File: src/rtl/muldiv_hilo_if.sv
// Request/result bundle between the CPU datapath and the multiply/divide unit.
// The master side issues operations and mthi/mtlo writes; the slave side owns HI/LO.
interface muldiv_hilo_if #(
  parameter int WIDTH = 32
);
  logic             start;
  logic [1:0]       op;
  logic [WIDTH-1:0] a;
  logic [WIDTH-1:0] b;
  logic             wr_hi;
  logic             wr_lo;
  logic [WIDTH-1:0] wr_data;
  logic             busy;
  logic             done;
  logic             div_zero;
  logic [WIDTH-1:0] hi;
  logic [WIDTH-1:0] lo;

  modport master (
    output start, op, a, b, wr_hi, wr_lo, wr_data,
    input  busy, done, div_zero, hi, lo
  );

  modport slave (
    input  start, op, a, b, wr_hi, wr_lo, wr_data,
    output busy, done, div_zero, hi, lo
  );
endinterface

File: src/rtl/muldiv_hilo.sv
// Iterative radix-2 multiply / restoring divide with integrated HI/LO registers.
// Define MULDIV_SIGNED_EN to enable signed MULT/DIV; otherwise every op is unsigned.
//
// state | meaning
// ------+-------------------------------------------------------------
// IDLE  | waiting for start; HI/LO hold last result or mthi/mtlo data
// RUN   | one shift-add / shift-subtract iteration per cycle
// FIX   | sign correction, HI/LO write, done pulse
module muldiv_hilo #(
  parameter int WIDTH = 32
) (
  input  logic          clk,
  input  logic          reset,
  muldiv_hilo_if.slave  bus
);

  localparam int              CNT_W    = $clog2(WIDTH);
  localparam logic [CNT_W-1:0] CNT_LOAD = CNT_W'(WIDTH - 1);

  typedef enum logic [1:0] {
    IDLE = 2'd0,
    RUN  = 2'd1,
    FIX  = 2'd2
  } state_t;

  state_t               state_q, state_d;
  logic [CNT_W-1:0]     cnt_q, cnt_d;
  logic [2*WIDTH-1:0]   acc_q, acc_d;
  logic [WIDTH-1:0]     opnd_q, opnd_d;
  logic                 is_div_q, is_div_d;
  logic [WIDTH-1:0]     hi_q, hi_d;
  logic [WIDTH-1:0]     lo_q, lo_d;
  logic                 done_q, done_d;
  logic                 div_zero_q, div_zero_d;
  logic                 dz_pend_q, dz_pend_d;

  logic [WIDTH-1:0]     mag_a, mag_b;
  logic [WIDTH:0]       mul_sum, div_shift, div_diff;
  logic [2*WIDTH-1:0]   mul_next, div_next, fix_prod;
  logic [WIDTH-1:0]     fix_rem, fix_quo, fix_hi, fix_lo;

  // Operand magnitudes and result sign flags; the unsigned build drops all of it.
`ifdef MULDIV_SIGNED_EN
  logic a_neg, b_neg;
  logic neg_hi_q, neg_hi_d;
  logic neg_lo_q, neg_lo_d;

  assign a_neg = ~bus.op[0] & bus.a[WIDTH-1];
  assign b_neg = ~bus.op[0] & bus.b[WIDTH-1];
  assign mag_a = a_neg ? -bus.a : bus.a;
  assign mag_b = b_neg ? -bus.b : bus.b;

  assign fix_prod = neg_lo_q ? -acc_q : acc_q;
  assign fix_rem  = neg_hi_q ? -acc_q[2*WIDTH-1:WIDTH] : acc_q[2*WIDTH-1:WIDTH];
  assign fix_quo  = neg_lo_q ? -acc_q[WIDTH-1:0] : acc_q[WIDTH-1:0];
`else
  logic unused_op0;

  assign unused_op0 = bus.op[0];
  assign mag_a      = bus.a;
  assign mag_b      = bus.b;

  assign fix_prod = acc_q;
  assign fix_rem  = acc_q[2*WIDTH-1:WIDTH];
  assign fix_quo  = acc_q[WIDTH-1:0];
`endif

  assign fix_hi = is_div_q ? fix_rem : fix_prod[2*WIDTH-1:WIDTH];
  assign fix_lo = is_div_q ? fix_quo : fix_prod[WIDTH-1:0];

  // Multiply: acc = {partial product, remaining multiplier bits}.
  assign mul_sum  = {1'b0, acc_q[2*WIDTH-1:WIDTH]} + {1'b0, opnd_q};
  assign mul_next = acc_q[0] ? {mul_sum, acc_q[WIDTH-1:1]}
                             : {1'b0, acc_q[2*WIDTH-1:1]};

  // Divide: acc = {remainder, dividend bits shifting out / quotient bits shifting in}.
  assign div_shift = {acc_q[2*WIDTH-1:WIDTH], acc_q[WIDTH-1]};
  assign div_diff  = div_shift - {1'b0, opnd_q};
  assign div_next  = div_diff[WIDTH] ? {div_shift[WIDTH-1:0], acc_q[WIDTH-2:0], 1'b0}
                                     : {div_diff[WIDTH-1:0], acc_q[WIDTH-2:0], 1'b1};

  always_comb begin
    state_d    = state_q;
    cnt_d      = cnt_q;
    acc_d      = acc_q;
    opnd_d     = opnd_q;
    is_div_d   = is_div_q;
    hi_d       = hi_q;
    lo_d       = lo_q;
    done_d     = 1'b0;
    div_zero_d = 1'b0;
    dz_pend_d  = 1'b0;
`ifdef MULDIV_SIGNED_EN
    neg_hi_d   = neg_hi_q;
    neg_lo_d   = neg_lo_q;
`endif

    if (bus.wr_hi) hi_d = bus.wr_data;
    if (bus.wr_lo) lo_d = bus.wr_data;

    if (dz_pend_q) begin
      done_d     = 1'b1;
      div_zero_d = 1'b1;
    end

    case (state_q)
      IDLE: begin
        if (bus.start) begin
          if (bus.op[1] && (bus.b == '0)) begin
            dz_pend_d = 1'b1;
          end else begin
            state_d  = RUN;
            cnt_d    = CNT_LOAD;
            is_div_d = bus.op[1];
            acc_d    = {{WIDTH{1'b0}}, (bus.op[1] ? mag_a : mag_b)};
            opnd_d   = bus.op[1] ? mag_b : mag_a;
`ifdef MULDIV_SIGNED_EN
            neg_lo_d = a_neg ^ b_neg;
            neg_hi_d = bus.op[1] ? a_neg : (a_neg ^ b_neg);
`endif
          end
        end
      end
      RUN: begin
        acc_d = is_div_q ? div_next : mul_next;
        if (cnt_q == '0) state_d = FIX;
        else             cnt_d   = cnt_q - 1'b1;
      end
      FIX: begin
        // Result overrides any mthi/mtlo landing on the same edge.
        hi_d    = fix_hi;
        lo_d    = fix_lo;
        done_d  = 1'b1;
        state_d = IDLE;
      end
      default: state_d = IDLE;
    endcase
  end

  always_ff @(posedge clk) begin
    if (reset) begin
      state_q    <= IDLE;
      cnt_q      <= '0;
      acc_q      <= '0;
      opnd_q     <= '0;
      is_div_q   <= 1'b0;
      hi_q       <= '0;
      lo_q       <= '0;
      done_q     <= 1'b0;
      div_zero_q <= 1'b0;
      dz_pend_q  <= 1'b0;
`ifdef MULDIV_SIGNED_EN
      neg_hi_q   <= 1'b0;
      neg_lo_q   <= 1'b0;
`endif
    end else begin
      state_q    <= state_d;
      cnt_q      <= cnt_d;
      acc_q      <= acc_d;
      opnd_q     <= opnd_d;
      is_div_q   <= is_div_d;
      hi_q       <= hi_d;
      lo_q       <= lo_d;
      done_q     <= done_d;
      div_zero_q <= div_zero_d;
      dz_pend_q  <= dz_pend_d;
`ifdef MULDIV_SIGNED_EN
      neg_hi_q   <= neg_hi_d;
      neg_lo_q   <= neg_lo_d;
`endif
    end
  end

  assign bus.busy     = (state_q != IDLE);
  assign bus.done     = done_q;
  assign bus.div_zero = div_zero_q;
  assign bus.hi       = hi_q;
  assign bus.lo       = lo_q;

endmodule

File: src/flat_wrapper.sv
// flat-port wrapper written by rule: the top's interface ports become plain ports
module muldiv_hilo_flat 
#(
  parameter int WIDTH = 32
)
  (clk, reset, bus_start, bus_op, bus_a, bus_b, bus_wr_hi, bus_wr_lo, bus_wr_data, bus_busy, bus_done, bus_div_zero, bus_hi, bus_lo);
  muldiv_hilo_if #(.WIDTH(WIDTH)) bus_i ();
  input  logic clk;
  input  logic reset;
  input wire logic [$bits(bus_i.start)-1:0] bus_start;
  input wire logic [$bits(bus_i.op)-1:0] bus_op;
  input wire logic [$bits(bus_i.a)-1:0] bus_a;
  input wire logic [$bits(bus_i.b)-1:0] bus_b;
  input wire logic [$bits(bus_i.wr_hi)-1:0] bus_wr_hi;
  input wire logic [$bits(bus_i.wr_lo)-1:0] bus_wr_lo;
  input wire logic [$bits(bus_i.wr_data)-1:0] bus_wr_data;
  output wire logic [$bits(bus_i.busy)-1:0] bus_busy;
  output wire logic [$bits(bus_i.done)-1:0] bus_done;
  output wire logic [$bits(bus_i.div_zero)-1:0] bus_div_zero;
  output wire logic [$bits(bus_i.hi)-1:0] bus_hi;
  output wire logic [$bits(bus_i.lo)-1:0] bus_lo;
  assign bus_i.start = bus_start;
  assign bus_i.op = bus_op;
  assign bus_i.a = bus_a;
  assign bus_i.b = bus_b;
  assign bus_i.wr_hi = bus_wr_hi;
  assign bus_i.wr_lo = bus_wr_lo;
  assign bus_i.wr_data = bus_wr_data;
  assign bus_busy = bus_i.busy;
  assign bus_done = bus_i.done;
  assign bus_div_zero = bus_i.div_zero;
  assign bus_hi = bus_i.hi;
  assign bus_lo = bus_i.lo;
  muldiv_hilo #(.WIDTH(WIDTH)) u_core (.clk(clk), .reset(reset), .bus(bus_i));
endmodule
File: config.mk
export PLATFORM = sky130hd
export DESIGN_NAME = muldiv_hilo_flat
export DESIGN_NICKNAME = d
export VERILOG_FILES = /design/src/rtl/muldiv_hilo_if.sv /design/src/rtl/muldiv_hilo.sv /design/src/flat_wrapper.sv
export SDC_FILE = /design/constraint.sdc
export NUM_CORES = 1
export LEC_CHECK = 0
export BUFFER_PORTS_ARGS = -buffer_cell sky130_fd_sc_hd__buf_2
export CAP_MARGIN = 20
export CORE_ASPECT_RATIO = 0.7
export CORE_MARGIN = 3
export CORE_UTILIZATION = 64
export CTS_CLUSTER_SIZE = 30
export DETAILED_ROUTE_END_ITERATION = 8
export PLACE_DENSITY = 0.88
export SYNTH_ARGS = -nofsm -noshare
export SYNTH_HDL_FRONTEND = slang
export SYNTH_SLANG_ARGS = --single-unit
File: constraint.sdc
create_clock -name clk -period 6.2 [get_ports clk]
set_input_delay 0.31 -clock clk [delete_from_list [all_inputs] [get_ports clk]]
set_output_delay 0.31 -clock clk [all_outputs]
set_load 0.005 [all_outputs]
==> reports/qor.yml <==
run_status:
  outcome: "completed"
drt:
  first_pass_iters: 6
  wl_um: 37600
  final_antenna_net_count: 0
  viasPerCell: 6.76
  drcViolationCount: 0
  vias: 12400
  drtIter0Drc: 1494
  wl_per_cell_um: 20.6
critical_path:
  critPathMaxStageDelay_ps: 490
  critPathKind: "flop to flop"
  crit_path_end_kind: "flop"
  timing.critical_path.slowest_stage_cell: "buf_4"
  critPathTopFamily: "compound AO/OA/AOI/OAI gates"
  path_cells: "inv_1 > ha_1 > fa_1 > nor2b_1 > o2111ai_1 > a21oi_1 > nor4b_4 > o21ba_1 > nor4b_4 > buf_4 > mux2_2 > a21oi_1 > o21ai_0"
  arrival_ps: 4230
  critPathLaunchType: "flop"
  cp_num_buf_inv: 2
  critPathRequiredTime_ps: 6500
  critPathMaxFanout: 37
sta:
  whs_ps: 207
  fin_tns_setup_ps: 0
  min_period_ps: 3930
  maxSlewViolCount: 0
  max_slew_margin: 0.299
  fmax_mhz: 255
  tightest_slew_ps: 1050
  fin_crit_sh: 0.633
  setup_slack_ps: 2270
  setup_viol: 0
  fin_skew_ps: 14.3
  final-hold-violation-count: 0
  rsz0062_at_grt: "no"
global_route:
  gr-total-overflow: 0
  grt_start_max_net_pins: 86
  grt_pass1_wl_um: 59900
  grt_antenna_before_repair: 2
  grt.total_usage: 0.357
  grt_pass1_vias: 11500
cells_and_area:
  fillCellCount: 1340
  final_common_cell: "mux2i_1"
  final_cells: 1830
  final_cell_mix: "182 x mux2i_1, 177 x nor2_1, 170 x dfxtp_1, 166 x buf_2, 156 x a211oi_1"
  postLayoutCellArea_um2: 13700
  area_growth_pct: 11.8
  drive_gt1_frac: 0.147
  fin_nets: 1750
  final_core_util: 0.743
place:
  dp_hpwl_um: 26500
  dp_cells: 1796
  post_dp_cell_area_um2: 13000
  routabilityCongestion: 0.966
  post-place-ws_ps: 2440
  port_buffers: 168
pwr:
  power_mw: 3.43
  p_leak_nw: 6.18
  peakVddDrop_mv: 0.188
  powerDensity_nw_per_um2: 251
yosys:
  ys_warn_count: 0
  synth_edf_count: 0
  ys.flop_type: "dfxtp_1"
  synth_cells: 1487
  ys_types: 74
  ys_async_sr_fraction: 0
  ys_seq_area_frac: 0.280
  avgSynthCellArea_um2: 8.21
  syn-num-nets: 1658
  syn_area_um2: 12200
  ys_ff_latch: 171
floorplanning:
  num_rows: 41
  die_area_um2: 20800
  die_w_um: 171
  start_util: 0.665
  die_height_um: 122
  ios: 170
  core_um2: 18400
cts:
  clock-sinks: 171
  insertion_delay_ps: 440
  cts_resized: 0
  cts_buffer_depth: 2
  cts_setup_buffers: 0
  clkTransAtPathRegs_ps: 80
  postCtsHoldBufs: 0
  cts-htree-levels: 4
  numCtsBuffers: 17
  clockRootBuffer: "clkbuf_16"
  cts_tree: "yes"
job:
  max_cap_violations: 0
hold_path:
  worstHoldPathType: "primary input to flop"
[synth_stat cells, drive strengths merged, types with 6 or more instances]
| master | n | area [µm²] |
|---|---|---|
| clkbuf | 87 | 327 |
| nor2b | 51 | 319 |
| dfxtp | 171 | 3420 |
| o21ai | 53 | 265 |
| xnor2 | 32 | 280 |
| a211oi | 156 | 1170 |
| nand2 | 63 | 239 |
| nor3 | 17 | 90.1 |
| nand2b | 7 | 43.8 |
| and3 | 10 | 62.6 |
| a22o | 14 | 123 |
| nor4 | 8 | 50.1 |
| mux2i | 182 | 1820 |
| o211ai | 13 | 97.6 |
| a31oi | 10 | 62.6 |
| ha | 66 | 826 |
| buf | 19 | 105 |
| xor2 | 20 | 175 |
| a211o | 6 | 52.6 |
| a21o | 20 | 150 |
| nand4 | 13 | 81.3 |
| o31ai | 9 | 67.6 |
| o21a | 8 | 60.1 |
| nor2 | 179 | 672 |
| nand3 | 17 | 85.1 |
| inv | 59 | 221 |
| a21oi | 108 | 541 |
[cell families after synthesis]
logic type / Yosys count / synth area share
compound gates: 448 / 0.249
xor+xnor: 52 / 0.0373
fa+ha+maj: 68 / 0.0709
buf+inv: 166 / 0.0538
flops: 171 / 0.280
mux: 187 / 0.154
simple gates: 395 / 0.155
[worst reg2reg max path: cells and delay by family (launching register included)]
| kind | cells | cell delay [ps] |
|---|---|---|
| buffers and inverters | 2 | 590 |
| flip-flops | 1 | 430 |
| adder cells (fa/ha/maj) | 2 | 680 |
| multiplexers | 1 | 430 |
| AO/OA/AOI/OAI | 5 | 1010 |
| AND/OR/NAND/NOR | 3 | 660 |
[routing by layer]
metal  vias up  GRT usage  routed length, µm
li1       5674          -                  -
met1      5826      0.485              15800
met2       739      0.568              16900
met3       134     0.0584               3210
met4         0      0.148               1720
met5         -          0                  0
[state kept, by name, summed over array words and instances (netlist names)]
signal               count
u_core.acc_q            64
u_core.bus.div_zero      1
u_core.bus.done          1
u_core.bus.hi           32
u_core.bus.lo           32
u_core.cnt_q             5
u_core.dz_pend_q         1
u_core.is_div_q          1
u_core.opnd_q           32
u_core.state_q           2
[final cells by class]
| type | instances | area, µm² | area share |
|---|---|---|---|
| clock buffers | 18 | 429 | 0.0314 |
| multi-input cells | 1150 | 8170 | 0.598 |
| repair buffers | 179 | 928 | 0.0680 |
| well taps | 236 | 295 | 0.0216 |
| diodes | 2 | 5.00 | 0.000367 |
| clock inverters | 14 | 173 | 0.0126 |
| flip-flops and latches | 171 | 3430 | 0.251 |
| inverters | 60 | 225 | 0.0165 |
[final timing paths]
path	to	cells after the start	slack [ps]	from
worst max-delay path	u_core.acc_q[39]	13	2270	u_core.acc_q[31]
worst min-delay path	u_core.dz_pend_q	3	210	bus_start
worst max register to register	u_core.acc_q[39]	13	2270	u_core.acc_q[31]
worst min register to register	u_core.bus.div_zero	2	470	u_core.dz_pend_q
[power by group]
part / total (mW) / switching (mW) / leakage, nW / internal [mW]
sequential: 1.30 / 0.103 / 1.41 / 1.19
combinational: 1.03 / 0.602 / 4.48 / 0.429
clock: 1.10 / 0.552 / 0.291 / 0.547
total: 3.43 / 1.26 / 6.18 / 2.17
No activity file was read; power rests on OpenSTA's default activity.
